File: src/rtl/enc_dec_mux_unit.sv
// Registered encoder / decoder / mux cluster. Three independent lanes, each
// producing a result and an illegal-input flag one cycle after its inputs.
module enc_dec_mux_unit #(
  parameter  int ENC_N = 4,
  parameter  int DEC_W = 2,
  parameter  int DEC_N = 4,
  parameter  int MUX_N = 4,
  localparam int ENC_W = (ENC_N > 1) ? $clog2(ENC_N) : 1,
  localparam int MUX_W = (MUX_N > 1) ? $clog2(MUX_N) : 1
) (
  input  logic             clk,
  input  logic             rst,
  input  logic [ENC_N-1:0] enc_in,
  output logic [ENC_W-1:0] enc_out,
  output logic             enc_err,
  input  logic [DEC_W-1:0] dec_in,
  output logic [DEC_N-1:0] dec_out,
  output logic             dec_err,
  input  logic [MUX_N-1:0] mux_in,
  input  logic [MUX_W-1:0] mux_sel,
  output logic             mux_out,
  output logic             mux_err
);

  generate
    if (ENC_N < 1 || DEC_N < 1 || MUX_N < 1) begin : g_bad_size
      $error("enc_dec_mux_unit: ENC_N, DEC_N and MUX_N must all be at least 1");
    end
    if (DEC_N > (1 << DEC_W)) begin : g_bad_dec
      $error("enc_dec_mux_unit: DEC_N exceeds the range of a DEC_W-bit select");
    end
  endgenerate

  // One extra bit so the limit itself (up to 2^W) is representable.
  localparam logic [DEC_W:0] DEC_LIM = (DEC_W + 1)'(DEC_N);
  localparam logic [MUX_W:0] MUX_LIM = (MUX_W + 1)'(MUX_N);

  logic [ENC_W-1:0] enc_out_q, enc_out_d;
  logic             enc_err_q, enc_err_d;
  logic [DEC_N-1:0] dec_out_q, dec_out_d;
  logic             dec_err_q, dec_err_d;
  logic             mux_out_q, mux_out_d;
  logic             mux_err_q, mux_err_d;

  logic             enc_onehot;
  logic [ENC_W-1:0] enc_idx;
  logic             dec_legal;
  logic             mux_legal;
  logic [MUX_N-1:0] mux_hit;

  // Exactly one bit set; no priority resolution for multi-hot inputs.
  always_comb begin
    enc_onehot = (enc_in != '0) && ((enc_in & (enc_in - ENC_N'(1))) == '0);
    enc_idx    = '0;
    for (int i = 0; i < ENC_N; i++) begin
      if (enc_in[i]) enc_idx = enc_idx | ENC_W'(i);
    end
    enc_out_d = enc_onehot ? enc_idx : '0;
    enc_err_d = !enc_onehot;
  end

  assign dec_legal = ({1'b0, dec_in} < DEC_LIM);
  assign dec_err_d = !dec_legal;

  generate
    for (genvar gi = 0; gi < DEC_N; gi++) begin : g_dec
      assign dec_out_d[gi] = dec_legal && (dec_in == DEC_W'(gi));
    end
  endgenerate

  // AND-OR select keeps out-of-range selects at 0 without indexing past mux_in.
  assign mux_legal = ({1'b0, mux_sel} < MUX_LIM);
  assign mux_err_d = !mux_legal;

  generate
    for (genvar gi = 0; gi < MUX_N; gi++) begin : g_mux
      assign mux_hit[gi] = mux_in[gi] && (mux_sel == MUX_W'(gi));
    end
  endgenerate

  assign mux_out_d = |mux_hit;

  always_ff @(posedge clk) begin
    if (rst) begin
      enc_out_q <= '0;
      enc_err_q <= 1'b0;
      dec_out_q <= '0;
      dec_err_q <= 1'b0;
      mux_out_q <= 1'b0;
      mux_err_q <= 1'b0;
    end else begin
      enc_out_q <= enc_out_d;
      enc_err_q <= enc_err_d;
      dec_out_q <= dec_out_d;
      dec_err_q <= dec_err_d;
      mux_out_q <= mux_out_d;
      mux_err_q <= mux_err_d;
    end
  end

  assign enc_out = enc_out_q;
  assign enc_err = enc_err_q;
  assign dec_out = dec_out_q;
  assign dec_err = dec_err_q;
  assign mux_out = mux_out_q;
  assign mux_err = mux_err_q;

endmodule

File: config.mk
export PLATFORM = sky130hd
export DESIGN_NAME = enc_dec_mux_unit
export DESIGN_NICKNAME = d
export VERILOG_FILES = /design/src/rtl/enc_dec_mux_unit.sv
export SDC_FILE = /design/constraint.sdc
export NUM_CORES = 1
export LEC_CHECK = 0
export ABC_AREA = 1
export CAP_MARGIN = 20
export CORE_AREA = 4 4 41 43
export CTS_CLUSTER_DIAMETER = 50
export CTS_CLUSTER_SIZE = 20
export DETAILED_ROUTE_END_ITERATION = 7
export DIE_AREA = 0 0 45 47
export PLACE_DENSITY_LB_ADDON = 0.2
export SYNTH_ARGS = -nofsm -noshare
export SYNTH_HDL_FRONTEND = slang
export SYNTH_SLANG_ARGS = --single-unit
File: constraint.sdc
create_clock -name clk -period 0.8 [get_ports clk]
set_input_delay 0.16 -clock clk [delete_from_list [all_inputs] [get_ports clk]]
set_output_delay 0.16 -clock clk [all_outputs]
set_load 0.05 [all_outputs]
# ---- Word level (Yosys, flattened, before mapping)
# Cells that the tools add are included.
dict set report totals {
  register_bits 8
  latch_bits 0
  ram_bits 0
  rom_bits 0
  input_bits 14
  output_inout_bits 10
  elab_cells 28
  n_memories 0
}
dict set report op_classes {
  n_addsub 1
  n_mul 0
  n_div 0
  n_lt_le_gt_ge 0
  eq_ne 6
  n_shift 0
  muxes 3
  bitwise 2
  n_reduce_logical 12
}
# op n
set op_table {}
lappend op_table {{2-bit == test, second input constant} 4}
lappend op_table {{1-bit logical AND} 5}
lappend op_table {{4-bit AND} 1}
lappend op_table {{2-bit by 1-bit == test with 1-bit output, second input constant} 2}
lappend op_table {{2-bit logical NOT} 2}
lappend op_table {{4-bit logical NOT} 1}
lappend op_table {{2-bit 2-to-1 mux} 2}
lappend op_table {{4-bit nonzero test} 1}
lappend op_table {{4-bit OR reduction} 1}
lappend op_table {{4-bit by 1-bit subtractor with 4-bit output, second input constant} 1}
lappend op_table {{2-bit OR reduction} 1}
lappend op_table {{1-bit logical NOT} 1}
lappend op_table {{1-bit 2-to-1 mux} 1}
lappend op_table {{1-bit inverter} 1}

# ---- Logic depth before layout (Yosys ltp)
dict set report depth {
  word_depth 6
  depth_mapped 6
  mapped_depth_nobuf 6
}

# ---- Least setup slack after synthesis
# OpenSTA, ideal clock, no wires.
dict set report synth_path {
  kind {register to output}
  from {register dec_out_q[0], in the netlist dec_out[0]}
  to {output port dec_out[0]}
  arrival_ps 587
  required_time_ps 640
  path_slack_ps 53
  path_stages_with_launch 1
  path_buffers 0
  cell_sequence {dfxtp_1}
}
# element line_no
set synth_lines {}
lappend synth_lines {{from (decl)} 40} ;# logic [DEC_N-1:0] dec_out_q, dec_out_d;
lappend synth_lines {{from (signal assigned)} 94} ;# dec_out_q <= dec_out_d;
lappend synth_lines {{to (decl)} 17} ;# output logic [DEC_N-1:0] dec_out,
# No word-level cell between the ends.

# ---- Final worst setup path
dict set report layout_path {
  from {register enc_out_q[0], in the netlist enc_out[0]}
  to {output port enc_out[0]}
}
# element line_no
set layout_lines {}
lappend layout_lines {{from (decl)} 38} ;# logic [ENC_W-1:0] enc_out_q, enc_out_d;
lappend layout_lines {{from (signal assigned)} 92} ;# enc_out_q <= enc_out_d;
lappend layout_lines {{to (decl)} 14} ;# output logic [ENC_W-1:0] enc_out,
# No word-level cell between the ends.

==> impl_metrics.prom <==
# TYPE chip_impl_metric gauge
chip_impl_metric{name="first_global_vias",unit=""} 288
chip_impl_info{name="grt_setup_unrepaired",value="yes"} 1
chip_impl_metric{name="tritoncts.num_buffers",unit=""} 3
chip_impl_metric{name="final.setup.tns",unit="ps"} -570
chip_impl_metric{name="fin_hold_ws",unit="ps"} 300
chip_impl_metric{name="placed_cell_area",unit="µm²"} 653
chip_impl_metric{name="drt_wl_total",unit="µm"} 702
chip_impl_info{name="cell_taking_the_most_area_after_synthesis",value="sky130_fd_sc_hd__dfxtp_1"} 1
chip_impl_metric{name="detailroute.via_count",unit=""} 328
chip_impl_metric{name="grt_overflow",unit=""} 0
chip_impl_metric{name="worst_ir_drop_vdd",unit="V"} 0.000570
chip_impl_metric{name="floorplan.initialDensity",unit="%"} 26.7
chip_impl_metric{name="global_route.usage.total",unit="%"} 7.53
chip_impl_metric{name="drc_errors",unit=""} 0
chip_impl_metric{name="dp_worst_setup_slack",unit="ps"} -292
chip_impl_metric{name="synthesis.area",unit="µm²"} 348
chip_impl_metric{name="core_area",unit="µm²"} 1300
chip_impl_info{name="synth.cells.most_frequent",value="sky130_fd_sc_hd__inv_1, sky130_fd_sc_hd__dfxtp_1, sky130_fd_sc_hd__nand2_1"} 1
chip_impl_metric{name="clkTransAtPathRegs",unit="ps"} 50
chip_impl_metric{name="synth_enable_flop_cells",unit=""} 0
chip_impl_metric{name="final_min_period_over_clock_period",unit="%"} 110
chip_impl_metric{name="ys_seq_elements",unit=""} 8
chip_impl_metric{name="grt_max_degree",unit=""} 7
chip_impl_info{name="synth_top_flop_cell",value="sky130_fd_sc_hd__dfxtp_1"} 1
chip_impl_metric{name="power.density_cell_area",unit="nW/µm²"} 1530
chip_impl_metric{name="design.die.area",unit="µm²"} 2120
chip_impl_metric{name="dpl_hpwl",unit="µm"} 624
chip_impl_info{name="status",value="complete, but fails checks"} 1
chip_impl_metric{name="hold_violations",unit=""} 0
chip_impl_metric{name="post_synth_inst_count",unit=""} 46
chip_impl_metric{name="drt_first_pass_iters",unit=""} 3
chip_impl_metric{name="io_buffers",unit=""} 21
chip_impl_metric{name="fin_ws",unit="ps"} -77.2
chip_impl_metric{name="gr-usage-met1",unit="%"} 7.82
chip_impl_metric{name="max_h_tree_level",unit=""} 1
chip_impl_metric{name="cts_setup_buffers",unit=""} 0
chip_impl_metric{name="grt_pass1_wl",unit="µm"} 1110
chip_impl_metric{name="ctsLongestPathBuffers",unit=""} 2
chip_impl_metric{name="setup-violations-final",unit=""} 8
chip_impl_metric{name="remaining_antenna_violation_count",unit=""} 0
chip_impl_info{name="busiest_layer",value="met2"} 1
chip_impl_info{name="crit_path_cell_trace",value="buf_12"} 1
chip_impl_metric{name="post_drt_wl_per_cell",unit="µm"} 8.26
chip_impl_metric{name="synth_largest_type_area_fraction",unit="%"} 46.0
chip_impl_metric{name="share_of_synthesized_flip_flops_with_an_asynchronous_set_or_reset",unit="%"} 0
chip_impl_metric{name="timing_max_transition_violations_final",unit=""} 0
chip_impl_metric{name="crit_arrival",unit="ps"} 720
chip_impl_metric{name="timing.critical_path.fanout_max",unit=""} 1
chip_impl_info{name="worst_path_max_delay_cell",value="sky130_fd_sc_hd__dfxtp_2"} 1
chip_impl_metric{name="die_height",unit="µm"} 47
chip_impl_metric{name="antenna_found_initial",unit=""} 0
chip_impl_metric{name="clkSinkCount",unit=""} 8
chip_impl_metric{name="max_cap_violations",unit=""} 0
chip_impl_info{name="synthMostInstantiatedCell",value="sky130_fd_sc_hd__inv_1"} 1
chip_impl_metric{name="drt_iter0_drc",unit=""} 3
chip_impl_metric{name="mean_number_of_vias_per_cell",unit=""} 3.86
chip_impl_info{name="failing_checks",value="setup timing"} 1
chip_impl_info{name="root_buffer",value="sky130_fd_sc_hd__clkbuf_4"} 1
chip_impl_info{name="setup.worst_path.start",value="enc_out[0]$_SDFF_PP0_"} 1
chip_impl_info{name="tritoncts",value="yes"} 1
chip_impl_metric{name="ys_warn_count",unit=""} 0
chip_impl_metric{name="power.leakage",unit="µW"} 0.000348
chip_impl_info{name="kind_of_cell_adding_the_most_delay_to_the_critical_path",value="flip-flops"} 1
chip_impl_metric{name="period_needed",unit="ps"} 877
chip_impl_metric{name="stdcell_area",unit="µm²"} 682
chip_impl_info{name="worstHoldPathType",value="in2reg"} 1
chip_impl_metric{name="syn_avg_cell_area",unit="µm²"} 7.56
chip_impl_metric{name="dieWidth",unit="µm"} 45
chip_impl_metric{name="n_antenna_cell",unit=""} 0
chip_impl_metric{name="grtUsageMet3",unit="%"} 2.30
chip_impl_metric{name="globalplace.congestion",unit=""} 0.676
chip_impl_metric{name="worstPathRequired",unit="ps"} 640
chip_impl_info{name="critical_path_class",value="reg2out"} 1
chip_impl_metric{name="syn2layout_area_growth",unit="%"} 96.0
chip_impl_metric{name="synth.lib_cells_used.distinct",unit=""} 15
chip_impl_metric{name="total_power",unit="µW"} 1040
chip_impl_info{name="timing.critical_path.from_type",value="register"} 1
chip_impl_info{name="synth_top_cells_by_area",value="sky130_fd_sc_hd__dfxtp_1, sky130_fd_sc_hd__inv_1, sky130_fd_sc_hd__nand2_1"} 1
chip_impl_metric{name="layout-drive-gt1-share",unit="%"} 40.0
chip_impl_metric{name="io-pin-count",unit=""} 24
chip_impl_info{name="hold_path.startpoint",value="mux_in[3]"} 1
chip_impl_metric{name="timing.hold.worst_path_depth",unit=""} 5
chip_impl_metric{name="delay_of_the_slowest_cell_on_the_worst_path",unit="ps"} 340
chip_impl_info{name="whs_endpoint",value="mux_out$_SDFF_PP0_"} 1
chip_impl_metric{name="post_cts_hold_buffer_count",unit=""} 0
chip_impl_metric{name="std_cell_rows",unit=""} 13
chip_impl_metric{name="crit_buf_inv",unit=""} 1
chip_impl_metric{name="fin_nets",unit=""} 86
chip_impl_info{name="endpoint_kind",value="output pin"} 1
chip_impl_metric{name="ys_seq_area_share",unit="%"} 46.0
chip_impl_metric{name="achievable-frequency",unit="MHz"} 1140
chip_impl_metric{name="met2_demand_to_capacity_share_in_global_routing",unit="%"} 12.1
[metal layers]
| metal | up-vias | routed length (µm) |
|---|---|---|
| met3 | 2 | 79 |
| met4 | 0 | 6 |
| li1 | 184 | - |
| met1 | 128 | 300 |
| met2 | 14 | 316 |
| met5 | - | 0 |
[worst max path at each step]
stage / endpoint / slack, ps / cells past startpoint
6_report: enc_out[0] / -80 / 1
5_1_grt: dec_out[0] / -110 / 1
4_1_cts: enc_out[0] / -90 / 1
2_1_floorplan: dec_out[0] / 50 / 0
3_5_place_dp: enc_out[0]$_SDFF_PP0_ / -290 / 7
3_3_place_gp: enc_out[0]$_SDFF_PP0_ / -290 / 6
[cell usage in the layout, fill, tap and decap left out, drive strengths merged]
master         Yosys  layout
a21oi              2       2
buf                2       9
clkbuf             0       3
clkdlybuf4s50      0       7
conb               1       2
dfxtp              8       8
dlygate4sd2        0       5
dlymetal6s2s       0       1
inv               11      11
nand2             11      11
nand3              1       1
nand4              1       1
nor2               4       4
nor3               4       4
o211ai             1       1
[cell type report]
type	instances	area [µm²]
multi-input cells	26	135
inverters	11	41.3
flip-flops and latches	8	170
fillers	129	619
clock buffers	3	22.5
repair buffers	22	294
well taps	15	18.8
[logic make-up after synthesis]
family,count (synthesis),share of synthesized area (%)
DFF,8,46.0
AOI/OAI and AO/OA,3,5.04
buffers and inverters,13,16.2
other,1,1.08
and+or+nand+nor,21,31.7
[flip-flops by register name, indices dropped and copies added (netlist names)]
signal,count
dec_out,4
mux_out,1
enc_err,1
enc_out,2
[where the power goes]
part / switching, µW / internal, µW
sequential: 16.1 / 425
combinational: 158 / 151
clock: 124 / 171
total: 299 / 746
[per-stage QoR]
| step | utilization, % | cells |
|---|---|---|
| 2_1_floorplan | - | 47 |
| 3_3_place_gp | 50.2 | 82 |
| 3_5_place_dp | 50.2 | 82 |
| 4_1_cts | 52.2 | 85 |
| 5_1_grt | 52.4 | 85 |
| 6_report | 52.4 | 85 |
[timing repair]
item / CTS / global route
endpoints found under the setup margin: 11 / 9
pin swaps: 2 / 1
gates resized for setup: 13 / 1
No activity file was read; power rests on OpenSTA's default activity.
